$ cat src/rtl/spi_pkg.sv
// -----------------------------------------------------------------------------
// spi_pkg
// Shared constants for the SPI slave receive path: default word size, counter
// widths and the frame-length encoding that means "no frame limit".
// -----------------------------------------------------------------------------
package spi_pkg;

  // Default bits per received word.
  localparam int SPI_BITS_PER_WORD = 8;

  // Width of the per-word bit counter. Must hold SPI_BITS_PER_WORD.
  localparam int SPI_BIT_W = 4;

  // Width of the word counter and of the programmed frame length.
  localparam int SPI_WORD_W = 8;

  // A frame length of this value disables frame_done entirely.
  localparam int FRAME_UNBOUNDED = 0;

endpackage : spi_pkg

$ cat src/rtl/spi_bit_downcounter.sv
// -----------------------------------------------------------------------------
// spi_bit_downcounter
// Loadable down counter used to count the bits remaining in a serial word.
//   - load forces the counter back to RELOAD_VAL and takes priority over en.
//   - en with count > 1 decrements.
//   - en with count == 1 is the terminal step: the counter either reloads
//     (reload_on_tc = 1) or parks at zero.
//   - en with count == 0 holds (stop-at-zero).
//
// Ports:
//   clk           in   counting clock, all updates on posedge
//   rst           in   synchronous active-high reset, returns to RELOAD_VAL
//   load          in   re-arm to RELOAD_VAL, overrides en
//   en            in   consume one bit this edge
//   reload_on_tc  in   action at terminal count: 1 = reload, 0 = stop at zero
//   count         out  registered bits remaining
//   tc            out  combinational strobe: this edge consumes the last bit
// -----------------------------------------------------------------------------
module spi_bit_downcounter
  import spi_pkg::*;
#(
  parameter int BIT_W      = SPI_BIT_W,
  parameter int RELOAD_VAL = SPI_BITS_PER_WORD
) (
  input  logic             clk,
  input  logic             rst,
  input  logic             load,
  input  logic             en,
  input  logic             reload_on_tc,
  output logic [BIT_W-1:0] count,
  output logic             tc
);

  localparam logic [BIT_W-1:0] RELOAD = BIT_W'(RELOAD_VAL);
  localparam logic [BIT_W-1:0] ONE    = BIT_W'(1);

  logic [BIT_W-1:0] count_q;
  logic [BIT_W-1:0] count_d;

  // Terminal strobe is suppressed by load so the owner never sees a
  // word-complete event on an edge where the counter is being re-armed.
  assign tc = en && !load && (count_q == ONE);

  always_comb begin
    // NOTE: every combinational output gets a default first so no path
    // through the if/else tree leaves it unassigned and infers a latch.
    count_d = count_q;
    if (load) begin
      count_d = RELOAD;
    end else if (en) begin
      if (count_q > ONE) begin
        count_d = count_q - ONE;
      end else if (count_q == ONE) begin
        count_d = reload_on_tc ? RELOAD : '0;
      end
    end
  end

  always_ff @(posedge clk) begin
    // NOTE: state registers use non-blocking assignment so every flop samples
    // the pre-edge values, independent of block evaluation order.
    if (rst) begin
      count_q <= RELOAD;
    end else begin
      count_q <= count_d;
    end
  end

  assign count = count_q;

endmodule : spi_bit_downcounter

$ cat src/rtl/spi_rx_frame_counter.sv
// -----------------------------------------------------------------------------
// spi_rx_frame_counter
// Counts received bits per word on the serial clock and completed words per
// frame for the SPI slave RX path. Emits a one-cycle word_done pulse after the
// last bit of each word and a sticky frame_done once the programmed number of
// words has arrived. Edge priority: rstRX > load > decRx.
//
// Ports:
//   sck          in   serial clock, all state updates on posedge
//   rstRX        in   synchronous active-high reset
//   decRx        in   bit-received strobe, one bit per edge while high
//   load         in   start a new frame: latch frame_len, re-arm counters
//   frame_len    in   words per frame sampled on load, 0 = unbounded
//   auto_reload  in   1 = reload bit counter after each word, 0 = stop at 0
//   bit_count    out  bits remaining in the current word
//   word_count   out  words completed in the current frame (saturating)
//   word_done    out  registered one-cycle pulse after a word's last bit
//   frame_done   out  sticky, set when word_count reaches frame_len
//   busy         out  bit_count != 0 and frame not done (combinational)
// -----------------------------------------------------------------------------
module spi_rx_frame_counter
  import spi_pkg::*;
#(
  parameter int BITS_PER_WORD = SPI_BITS_PER_WORD,
  parameter int BIT_W         = SPI_BIT_W,
  parameter int WORD_W        = SPI_WORD_W
) (
  input  logic              sck,
  input  logic              rstRX,
  input  logic              decRx,
  input  logic              load,
  input  logic [WORD_W-1:0] frame_len,
  input  logic              auto_reload,
  output logic [BIT_W-1:0]  bit_count,
  output logic [WORD_W-1:0] word_count,
  output logic              word_done,
  output logic              frame_done,
  output logic              busy
);

  localparam logic [WORD_W-1:0] WORD_MAX  = '1;
  localparam logic [WORD_W-1:0] UNBOUNDED = WORD_W'(FRAME_UNBOUNDED);

  logic [WORD_W-1:0] word_count_q, word_count_d;
  logic [WORD_W-1:0] frame_len_q,  frame_len_d;
  logic              word_done_q,  word_done_d;
  logic              frame_done_q, frame_done_d;

  logic              last_bit;
  logic              frame_hit;
  logic [WORD_W:0]   word_count_inc;

  // One bit wider than the counter so a saturated word_count can never wrap
  // around and falsely match a short frame length.
  assign word_count_inc = {1'b0, word_count_q} + {{WORD_W{1'b0}}, 1'b1};
  assign frame_hit      = (frame_len_q != UNBOUNDED)
                       && (word_count_inc == {1'b0, frame_len_q});

  // Once frame_done is set the bit counter is parked at zero; gating the
  // enable as well keeps the frame frozen against any further strobes.
  spi_bit_downcounter #(
    .BIT_W      (BIT_W),
    .RELOAD_VAL (BITS_PER_WORD)
  ) u_bit_cnt (
    .clk          (sck),
    .rst          (rstRX),
    .load         (load),
    .en           (decRx && !frame_done_q),
    .reload_on_tc (auto_reload && !frame_hit),
    .count        (bit_count),
    .tc           (last_bit)
  );

  always_comb begin
    word_count_d = word_count_q;
    frame_len_d  = frame_len_q;
    frame_done_d = frame_done_q;
    word_done_d  = 1'b0;
    if (load) begin
      word_count_d = '0;
      frame_len_d  = frame_len;
      frame_done_d = 1'b0;
    end else if (last_bit) begin
      word_done_d = 1'b1;
      if (word_count_q != WORD_MAX) begin
        word_count_d = word_count_inc[WORD_W-1:0];
      end
      if (frame_hit) begin
        frame_done_d = 1'b1;
      end
    end
  end

  always_ff @(posedge sck) begin
    if (rstRX) begin
      word_count_q <= '0;
      frame_len_q  <= '0;
      word_done_q  <= 1'b0;
      frame_done_q <= 1'b0;
    end else begin
      word_count_q <= word_count_d;
      frame_len_q  <= frame_len_d;
      word_done_q  <= word_done_d;
      frame_done_q <= frame_done_d;
    end
  end

  assign word_count = word_count_q;
  assign word_done  = word_done_q;
  assign frame_done = frame_done_q;
  assign busy       = (bit_count != '0) && !frame_done_q;

endmodule : spi_rx_frame_counter

$ cat config.mk
export PLATFORM = sky130hd
export DESIGN_NAME = spi_rx_frame_counter
export DESIGN_NICKNAME = d
export VERILOG_FILES = /design/src/rtl/spi_pkg.sv /design/src/rtl/spi_bit_downcounter.sv /design/src/rtl/spi_rx_frame_counter.sv
export SDC_FILE = /design/constraint.sdc
export NUM_CORES = 1
export LEC_CHECK = 0
export ABC_AREA = 0
export CAP_MARGIN = 20
export CORE_ASPECT_RATIO = 1.2
export CORE_MARGIN = 2
export CORE_UTILIZATION = 56
export CTS_BUF_LIST = sky130_fd_sc_hd__clkbuf_4
export DETAILED_ROUTE_END_ITERATION = 8
export HOLD_SLACK_MARGIN = 0.02
export PLACE_DENSITY = 0.95
export SLEW_MARGIN = 20
export SYNTH_ARGS = -nofsm -noshare
export SYNTH_HDL_FRONTEND = slang
export SYNTH_HIERARCHICAL = 1
export SYNTH_SLANG_ARGS = --single-unit
$ cat constraint.sdc
create_clock -name sck -period 6.3 [get_ports sck]
set_clock_uncertainty 0.2 [all_clocks]
set_input_delay 0.945 -clock sck [delete_from_list [all_inputs] [get_ports sck]]
set_output_delay 0.945 -clock sck [all_outputs]
set_load 0.01 [all_outputs]
==> flow_summary.yaml <==
drt:
  routedWlPerCell_um: 14.50
  drc: 0
  routed_via_density: 5.872
  wirelength_um: 2943
  drtIter0Drc: 45
  vias: 1192
  drt_pre_antenna_iters: 4
  drtAntennaViolNets: 0
clock_tree:
  cts_buffers: 3
  hold_buffers: 0
  clkLatencyLatePin_ps: 320
  cts.repair.resized: 0
  cts_tree: "built"
  cts_buffer_depth: 2
  ctsHtreeMaxLevel: 1
  numClockSinks: 22
  cts_setup_buffers: 0
  path_clk_slew_ps: 120
  clock-root-buffer: "clkbuf_4"
run:
  cap_viol_max_count: 0
critical_path:
  endpoint_kind: "register"
  crit_arrival_ps: 3090
  crit_buf_inv: 1
  cp.depth: 7
  cp.required_ps: 6350
  startpoint_type: "input pin"
  path_class: "input pin to register"
  crit_path_top_delay_cell: "clkdlybuf4s50_1"
  crit_family: "simple AND/OR/NAND/NOR gates"
  worstRegToRegCells: 8
  regToRegSetupSlack_ps: 3890
  crit_chain: "clkdlybuf4s50_1 > nor2b_1 > nand2_1 > nor3_1 > o31ai_4 > or3_2 > a21oi_1"
  critPathMaxFanout: 9
  r2r-start: "word_count[0]"
  cp_slowest_stage_delay_ps: 450
  worst_r2r_endpoint: "u_bit_cnt/count[3]"
place:
  io_buffers: 27
  dp_cells: 200
  gp_congestion: 0.8423
  hpwl_um: 2240
cells_and_area:
  nFillCells: 181
  diodes: 0
  final_nets: 190
  area_delta_synth_final_pct: 21.95
  finalNonFillerCells: 203
  utilization_pct: 70.60
  drive_above_1_share_pct: 8.140
yosys:
  synth-main-ff-cell: "dfxtp_1"
  synth_nets: 165
  async_reset_ff_share_pct: 0
  synth_edf_count: 0
  synthCells: 149
  yosysWarningCount: 6
  avgSynthCellArea_um2: 8.683
  ys_types: 46
  synth_area_mm2: 0.001294
  synth-seq-cells: 22
  synth_seq_area_share_pct: 34.04
min_path:
  hp-start: "frame_len_q[0]"
  hp-class: "register to register"
  whs_path_depth: 2
  holdPathEnd: "frame_len_q[0]"
sta:
  timing_hold_violations_final: 0
  fin_crit_sh_pct: 48.18
  max_freq_mhz: 329.4
  drv_slew: 0
  fin_setup_tns_ps: 0
  rsz0062_at_grt: "false"
  slew_headroom_pct: 63.17
  tightest_slew_ps: 550.7
  setup_viol: 0
  finalCriticalPeriod_ps: 3036
floorplan:
  start_util_pct: 57.89
  top_level_ports: 28
  dieArea_mm2: 0.002712
  fp.dieH_um: 56.65
  dieWidth_um: 47.88
  coreArea_mm2: 0.002235
  rows: 19
status:
  status: "completed"
global_route:
  grt_usage_pct: 25.40
  grt_max_degree: 13
  overflow: 0
  grt_pass1_vias: 1148
  grt_pass1_wl_um: 4995
  antenna_found_initial: 0
pwr:
  p_seq_share_pct: 58.1
  switching_share_pct: 26.43
  power_switching_w: 0.00006796
  pwr-share-comb_pct: 16.4
  power.share.clock_pct: 25.5
  cellLeakagePower_nw: 0.5712
  power_density_mw_per_mm2: 163.0
  vdd_drop_max_mv: 0.1186
  internal_power_w: 0.0001892
[routing by layer]
metal  track usage, %  up-vias  share of wire [%]
met5                0        -                  0
met4            13.51        0                3.5
met3            3.859       11                5.2
met2            43.24       55                 53
met1            28.26      547                 39
li1                 -      579                  -
[logic make-up after synthesis]
group           Yosys count  share of synthesized area (%)
xor+xnor                 11                          7.447
flops                    22                          34.04
fa+ha+maj                 3                          2.902
buf+inv                  14                          5.707
mux                       9                          6.964
compound gates           27                          15.86
simple gates             63                          27.08
[worst register-to-register path, delay by kind of cell (launching register included)]
kind	cells	cell delay (ps)
AOI/OAI and AO/OA	5	880
DFF	1	470
and+or+nand+nor	2	430
adders and majority gates	1	310
[per-stage QoR]
stage	power [W]	cell area, µm²	setup slack [ps]	hold slack, ps
floorplan	0.0001773	1294	3641	266.1
global placement	0.0001917	1555	3064	287.1
detailed placement	0.0001942	1555	2975	308.3
CTS	0.0002578	1578	3259	336.6
global route	0.0002666	1578	3140	385.2
finish	0.0002571	1578	3264	328.8
[cell type report]
cell class / count / area [µm²] / share of cell area [%]
Clock buffer: 3 / 22.52 / 1.427
Inverter: 7 / 26.28 / 1.665
Tap cell: 31 / 38.79 / 2.458
Multi-Input combinational cell: 113 / 779.5 / 49.41
Sequential cell: 22 / 440.4 / 27.91
Timing Repair Buffer: 27 / 270.3 / 17.13
[registers in the layout, summed over array words and instances (netlist names)]
name	count
frame_done	1
frame_len_q	8
u_bit_cnt/count	4
word_count	8
word_done	1
[power by group through the flow]
stage | Combinational (W) | Sequential [W] | Clock (W)
2_1_floorplan | 0.0000257 | 0.000152 | 0
3_3_place_gp | 0.0000397 | 0.000152 | 0
3_5_place_dp | 0.0000416 | 0.000153 | 0
4_1_cts | 0.0000419 | 0.000149 | 0.0000665
5_1_grt | 0.0000458 | 0.000150 | 0.0000706
6_report | 0.0000422 | 0.000149 | 0.0000655
[synthesized netlist by cell type, drive strengths merged, types with 2 or more instances]
library cell | n | share of area, %
o311ai | 2 | 1.4
or4b | 2 | 1.8
dfxtp | 22 | 34
nand4b | 2 | 1.4
xnor2 | 8 | 5.4
clkbuf | 2 | 0.58
mux2i | 9 | 7.0
o21ai | 6 | 2.3
nand3 | 7 | 3.1
nor2 | 21 | 6.1
or3 | 2 | 1.1
or2 | 5 | 2.4
ha | 3 | 2.9
nor4 | 2 | 0.97
nor2b | 2 | 0.97
o2111ai | 3 | 2.0
inv | 7 | 2.0
buf | 5 | 3.1
nand2 | 8 | 2.3
a21oi | 7 | 2.7
xor2 | 3 | 2.0
nor3 | 5 | 1.9
[cell usage in the layout (no fill, tap or decap), types with 4 or more instances in the layout]
cell,n
dfxtp_1,22
nand2_1,8
nor2_1,21
o21ai_0,5
nand3_1,6
inv_1,7
a21oi_1,7
mux2i_1,9
clkdlybuf4s50_1,27
nor3_1,5
or2_2,4
xnor2_1,8
[how the worst max path moves through the flow]
| stage | from | to | slack, ps |
|---|---|---|---|
| final | decRx | word_count[4] | 3260 |
| after CTS | decRx | word_count[4] | 3260 |
| after global routing | decRx | word_count[4] | 3140 |
| after detailed placement | decRx | word_count[4] | 2980 |
| after floorplan | decRx | word_count[4] | 3640 |
| after global placement | decRx | word_count[4] | 3060 |
No activity file was read; power rests on OpenSTA's default activity.
